<file path="src/rtl/fetch_sequencer.sv">
// Instruction fetch sequencer: owns the word-indexed PC, addresses the ROM and fills the IF/ID register.
// Handles stalls, branch/jump redirects with NOP bubbles, and halts when the PC leaves the ROM.
module fetch_sequencer #(
   parameter int unsigned P_SIZE        = 32,
   parameter int unsigned I_SIZE        = 32,
   parameter int unsigned DEPTH         = 32,
   parameter int unsigned FLUSH_BUBBLES = 1
) (
   input  logic              clk,
   input  logic              rst,
   input  logic              fetch_en,
   input  logic              stall_i,
   input  logic              redirect_vld_i,
   input  logic [P_SIZE-1:0] redirect_pc_i,
   input  logic [I_SIZE-1:0] imem_instr_i,
   output logic [P_SIZE-1:0] pc_o,
   output logic              ifid_vld_o,
   output logic [I_SIZE-1:0] ifid_instr_o,
   output logic [P_SIZE-1:0] ifid_pc_o,
   output logic              halt_o,
   output logic              err_o
);

   // Extra bit keeps the range check exact even when DEPTH == 2**P_SIZE.
   localparam logic [P_SIZE:0]   DEPTH_EXT   = (P_SIZE + 1)'(DEPTH);
   localparam logic [P_SIZE-1:0] LAST_PC     = P_SIZE'(DEPTH - 1);
   localparam logic [1:0]        BUBBLE_INIT = 2'(FLUSH_BUBBLES - 1);

   typedef enum logic [2:0] {
      S_IDLE,
      S_RUN,
      S_STALL,
      S_FLUSH,
      S_HALT
   } state_t;

   state_t              state, state_nxt;
   logic [P_SIZE-1:0]   pc, pc_nxt;
   logic                vld, vld_nxt;
   logic [I_SIZE-1:0]   instr, instr_nxt;
   logic [P_SIZE-1:0]   ipc, ipc_nxt;
   logic [1:0]          cnt, cnt_nxt;
   logic                err, err_nxt;
   logic                target_ok;
   logic                at_end;

   always_ff @(posedge clk or negedge rst) begin
      if (!rst) begin
         state <= S_IDLE;
         pc    <= '0;
         vld   <= 1'b0;
         instr <= '0;
         ipc   <= '0;
         cnt   <= '0;
         err   <= 1'b0;
      end else begin
         state <= state_nxt;
         pc    <= pc_nxt;
         vld   <= vld_nxt;
         instr <= instr_nxt;
         ipc   <= ipc_nxt;
         cnt   <= cnt_nxt;
         err   <= err_nxt;
      end
   end

   assign target_ok = {1'b0, redirect_pc_i} < DEPTH_EXT;
   assign at_end    = (pc == LAST_PC);

   always_comb begin
      state_nxt = state;
      pc_nxt    = pc;
      vld_nxt   = vld;
      instr_nxt = instr;
      ipc_nxt   = ipc;
      cnt_nxt   = cnt;
      err_nxt   = err;

      case (state)
         S_IDLE: begin
            vld_nxt   = 1'b0;
            instr_nxt = '0;
            ipc_nxt   = '0;
            if (fetch_en) state_nxt = S_RUN;
         end

         S_HALT: begin
            vld_nxt   = 1'b0;
            instr_nxt = '0;
            ipc_nxt   = '0;
         end

         default: begin
            if (redirect_vld_i) begin
               // The redirect edge itself is the first bubble slot.
               vld_nxt   = 1'b0;
               instr_nxt = '0;
               ipc_nxt   = '0;
               if (target_ok) begin
                  pc_nxt    = redirect_pc_i;
                  cnt_nxt   = BUBBLE_INIT;
                  state_nxt = (FLUSH_BUBBLES > 1) ? S_FLUSH : S_RUN;
               end else begin
                  state_nxt = S_HALT;
                  err_nxt   = 1'b1;
               end
            end else if (state == S_FLUSH) begin
               vld_nxt   = 1'b0;
               instr_nxt = '0;
               ipc_nxt   = '0;
               cnt_nxt   = (cnt == 2'd0) ? 2'd0 : cnt - 2'd1;
               if (cnt <= 2'd1) state_nxt = S_RUN;
            end else if (stall_i) begin
               state_nxt = S_STALL;
            end else begin
               vld_nxt   = 1'b1;
               instr_nxt = imem_instr_i;
               ipc_nxt   = pc;
               if (at_end) begin
                  state_nxt = S_HALT;
               end else begin
                  pc_nxt    = pc + P_SIZE'(1);
                  state_nxt = S_RUN;
               end
            end
         end
      endcase
   end

   assign pc_o         = pc;
   assign ifid_vld_o   = vld;
   assign ifid_instr_o = instr;
   assign ifid_pc_o    = ipc;
   assign halt_o       = (state == S_HALT);
   assign err_o        = err;

endmodule

</file>
<file path="config.mk">
export PLATFORM = sky130hd
export DESIGN_NAME = fetch_sequencer
export DESIGN_NICKNAME = d
export VERILOG_FILES = /design/src/rtl/fetch_sequencer.sv
export SDC_FILE = /design/constraint.sdc
export NUM_CORES = 1
export LEC_CHECK = 0
export CAP_MARGIN = 10
export CELL_PAD_IN_SITES_DETAIL_PLACEMENT = 2
export CELL_PAD_IN_SITES_GLOBAL_PLACEMENT = 2
export CORE_MARGIN = 4
export CORE_UTILIZATION = 25
export DETAILED_ROUTE_END_ITERATION = 7
export GPL_TIMING_DRIVEN = 0
export PLACE_DENSITY = 0.81
export REMOVE_ABC_BUFFERS = 1
export SETUP_SLACK_MARGIN = 0.4
export SKIP_LAST_GASP = 1
export SYNTH_ARGS = -nofsm -noshare
export SYNTH_HDL_FRONTEND = slang
export SYNTH_SLANG_ARGS = --single-unit
</file>
<file path="constraint.sdc">
create_clock -name clk -period 1.92 [get_ports clk]
set_input_delay 0.384 -clock clk [delete_from_list [all_inputs] [get_ports clk]]
set_output_delay 0.384 -clock clk [all_outputs]
set_load 0.01 [all_outputs]
</file>
==> Flow_metrics.wiki <==
{| class="wikitable"
! Metric !! Value
|-
| Final Hold Fails || 0
|-
| Final Max Slew Viols || 0
|-
| Top-area cell type share of the netlist area || 0.512
|-
| Final critical-path share of the clock period || 1.21
|-
| Count of endpoints failing setup in the final report || 35
|-
| Ports || 168
|-
| Dominant cell type by area after synthesis || sky130_fd_sc_hd__dfrtp_1
|-
| Critical path capture point type || flip-flop
|-
| Number of global-route vias before repair || 6,158
|-
| Layout Skew || 15.4 ps
|-
| Cell leakage power || 0.00445 uW
|-
| Proportion of synthesized chip area in sequential cells || 0.512
|-
| Detailed Route Iter0 Violations || 226
|-
| Count of max-cap constraint violations || 0
|-
| Basic-gate share of the synthesized area counting and, or, nand and nor cells || 0.236
|-
| Launching element type of the critical path || flip-flop
|-
| Crit path setup slack, layout || -400 ps
|-
| Clock net sink count || 103
|-
| Detailed Routing Iterations Pass 1 || 5
|-
| Num CTS Buffers || 9
|-
| Area of the die || 0.0225 mm2
|-
| Std-Cell Rows || 51
|-
| Clock root buffer || sky130_fd_sc_hd__clkbuf_16
|-
| Wire length of the first global-routing pass || 36.9 mm
|-
| Dpl hpwl || 12.5 mm
|-
| Placed cell count || 915
|-
| Worst slew margin relative to its limit || 0.525
|-
| Post-synth EDFFs || 0
|-
| Number of filler instances in the final layout || 2,049
|-
| Worst IR Drop VDD || 0.000429 V
|-
| Wire per inst || 25.6 um
|-
| Primary flip-flop cell chosen by synthesis mapping || sky130_fd_sc_hd__dfrtp_1
|-
| Antenna diode count || 0
|-
| Hold/Removal Path Class || input port to asynchronous set/reset pin
|-
| Crit path max fanout || 6
|-
| Dominant combinational cell family by area after synthesis || simple AND/OR/NAND/NOR gates
|-
| Min Hold Slack || 83.9 ps
|-
| Final GP Congestion || 0.744
|-
| Floorplan Core Area || 0.0197 mm2
|-
| Number of antenna violations at the first check in global routing || 0
|-
| Critical Path AT || 2540 ps
|-
| Violations in the final reports || negative setup slack
|-
| Areal power density over the cells || 832 mW/mm2
|-
| Share of cells above drive strength 1 || 0.461
|-
| Horizontal extent of the die || 150 um
|-
| Reg2reg start || pc_o[27]
|-
| Reg-to-reg endpoint || pc_o[22]
|-
| Area contributors post-synth || sky130_fd_sc_hd__dfrtp_1 51%, sky130_fd_sc_hd__mux2i_1 14%, sky130_fd_sc_hd__nor2_1 6.6%
|-
| Overall Global Routing Usage || 0.215
|-
| FF-to-FF setup slack || -400 ps
|-
| Xor-xnor portion of the synthesized cell area || 0
|-
| Clock transition at the registers of the reported paths || 80 ps
|-
| Total gr overflow || 0
|-
| Critical Path RT || 2140 ps
|-
| Worst slack at placement || -1540 ps
|-
| Cell area after technology mapping || 0.00503 mm2
|-
| Post-synthesis mux area share || 0.142
|-
| H-Tree Level Count || 3
|-
| Vertical die dimension || 150 um
|-
| Setup total negative slack || -9930 ps
|-
| Number of buffers added on ports || 167
|-
| Worst setup path category || flip-flop to flip-flop
|-
| Number of nets with antenna violations after detailed routing || 0
|-
| DRC violations left || 0
|-
| Number of warnings issued by yosys || 0
|-
| Power consumption || 7630 uW
|-
| Highest attainable clock frequency || 431 MHz
|-
| Final wirelength || 27.2 mm
|-
| Setup repair after global routing missed its margin || yes
|-
| Final #Nets || 865
|-
| Post-synthesis compound-gate area fraction || 0.0718
|-
| Routed via count || 5,515
|-
| Number of non-filler instances in the completed layout || 1,064
|-
| Clock latency on the worst-skew pair || 360 ps
|-
| Max clock buf depth || 2
|-
| Tmin final || 2320 ps
|-
| Initial cell density of the core || 0.256
|-
| Status || finished with violations
|-
| Cell variety after synth || 51
|-
| Worst reg-to-reg path cell count || 7
|-
| Mean cell area of the mapped netlist || 9.72 um2
|-
| Arithmetic-cell share of the synthesized area counting full adders, half adders and majority gates || 0.00249
|-
| Number of vias per cell after detailed routing || 5.18
|-
| Gate Count Post-Synth || 518
|-
| Worst Tran Pin Value || 713 ps
|-
| CTS tree || built
|-
| Synth-to-layout area growth || 82.1%
|-
| Number of flip-flops and latches in the synthesized netlist || 103
|-
| Async set-or-reset flop fraction in the synthesized netlist || 1.00
|-
| Pin count of the biggest net entering global routing || 55
|}
[layout make-up]
type | instances | area, um2 | share of cell area
Tap cell | 265 | 332 | 0.0362
Multi-Input combinational cell | 377 | 3150 | 0.344
Clock inverter | 5 | 106 | 0.0116
Inverter | 6 | 23.8 | 0.00259
Clock buffer | 10 | 229 | 0.0250
Sequential cell | 103 | 2620 | 0.286
Timing Repair Buffer | 298 | 2700 | 0.295
[registers in the layout (all words and copies together), names as in the netlist]
name and flops:
cnt 2, err_o 1, ifid_instr_o 32, ifid_pc_o 32
ifid_vld_o 1, pc_o 32, state 3
[report_power, final]
part | internal (uW) | switching, uW | total (uW)
registers | 2360 | 175 | 2540
logic | 1340 | 1560 | 2900
clock network | 1280 | 920 | 2200
total | 4970 | 2660 | 7630
[kinds of logic (layout without fill, tap and decap cells)]
logic type,count (synthesis),in the layout
AO/OA/AOI/OAI,57,58
adder cells (fa/ha/maj),1,1
buffers and inverters,43,319
flip-flops,103,103
multiplexers,71,71
AND/OR/NAND/NOR,243,247
[per-stage QoR]
stage | utilization | area [um2]
floorplan | - | 4880
global placement | 0.350 | 6880
detailed placement | 0.352 | 6930
CTS | 0.413 | 8120
global route | 0.466 | 9170
finish | 0.466 | 9170
[metal layers]
metal | vias up | global-route usage | share of wire
met1 | 2813 | 0.246 | 0.38
li1 | 2380 | - | -
met3 | 79 | 0.0497 | 0.057
met5 | - | 0 | 0
met4 | 0 | 0.0901 | 0.043
met2 | 243 | 0.383 | 0.52
[placed cells by master (no fill, tap or decap), types with 9 or more instances in the layout]
master	n
sky130_fd_sc_hd__nand3_2	9
sky130_fd_sc_hd__nor2_2	20
sky130_fd_sc_hd__mux2i_1	69
sky130_fd_sc_hd__nor2_1	26
sky130_fd_sc_hd__dlygate4sd2_1	73
sky130_fd_sc_hd__buf_4	89
sky130_fd_sc_hd__o21ai_0	13
sky130_fd_sc_hd__clkdlybuf4s50_1	38
sky130_fd_sc_hd__dfrtp_1	69
sky130_fd_sc_hd__buf_12	10
sky130_fd_sc_hd__buf_2	38
sky130_fd_sc_hd__nor2_4	43
sky130_fd_sc_hd__nand4_1	10
sky130_fd_sc_hd__nand3b_1	9
sky130_fd_sc_hd__nand3_1	11
sky130_fd_sc_hd__clkbuf_16	11
sky130_fd_sc_hd__nand2_1	44
sky130_fd_sc_hd__dfrtp_2	34
sky130_fd_sc_hd__buf_6	35
[worst max path at each step]
stage                   start  slack, ps       end  depth (start not counted)
5_1_grt              pc_o[27]       -470  pc_o[22]                          7
4_1_cts              pc_o[11]       -250  pc_o[22]                          7
6_report             pc_o[27]       -400  pc_o[22]                          7
3_5_place_dp   redirect_vld_i      -1540  pc_o[16]                          7
2_1_floorplan         pc_o[0]       -410   pc_o[0]                          6
3_3_place_gp          stall_i      -4190   pc_o[0]                          5
[synthesized netlist by cell type (2+ instances only)]
cell                         n
sky130_fd_sc_hd__inv_1       5
sky130_fd_sc_hd__nor2_1     89
sky130_fd_sc_hd__nor3_1      9
sky130_fd_sc_hd__a21boi_0    2
sky130_fd_sc_hd__and4_1      2
sky130_fd_sc_hd__mux2i_1    69
sky130_fd_sc_hd__nand3_1    22
sky130_fd_sc_hd__o21a_1      3
sky130_fd_sc_hd__nand3b_1    9
sky130_fd_sc_hd__buf_2       7
sky130_fd_sc_hd__and3_1      6
sky130_fd_sc_hd__buf_1      12
sky130_fd_sc_hd__nor3b_1     4
sky130_fd_sc_hd__nor4_1     15
sky130_fd_sc_hd__nand2_1    51
sky130_fd_sc_hd__o31ai_1     2
sky130_fd_sc_hd__o21ai_0    23
sky130_fd_sc_hd__a31oi_1     5
sky130_fd_sc_hd__or4_1       8
sky130_fd_sc_hd__clkbuf_2    2
sky130_fd_sc_hd__o21bai_1    2
sky130_fd_sc_hd__clkbuf_1   15
sky130_fd_sc_hd__mux2_2      2
sky130_fd_sc_hd__dfrtp_1   103
sky130_fd_sc_hd__a32oi_1     2
sky130_fd_sc_hd__and2_1      6
sky130_fd_sc_hd__a21oi_1     9
sky130_fd_sc_hd__nand2b_1    2
sky130_fd_sc_hd__nand4_1    10
[worst max-delay path, cell delays in order, from the launching register on]
cell,delay (ps)
sky130_fd_sc_hd__dfrtp_2,460
sky130_fd_sc_hd__nor4_2,390
sky130_fd_sc_hd__nand2_1,200
sky130_fd_sc_hd__o31a_4,420
sky130_fd_sc_hd__a21boi_4,330
sky130_fd_sc_hd__buf_12,180
sky130_fd_sc_hd__or4b_4,130
sky130_fd_sc_hd__nand3_2,70
[repair_timing]
action | in CTS | in global routing
resized for setup | 376 | 170
cloned | 5 | 2
endpoints found under the hold margin | 0 | 0
setup endpoints to repair | 202 | 120
pin swaps | 46 | 71
setup buffers | 90 | 37
hold buffers | 0 | 0
Power figures use the tool's default switching activity.
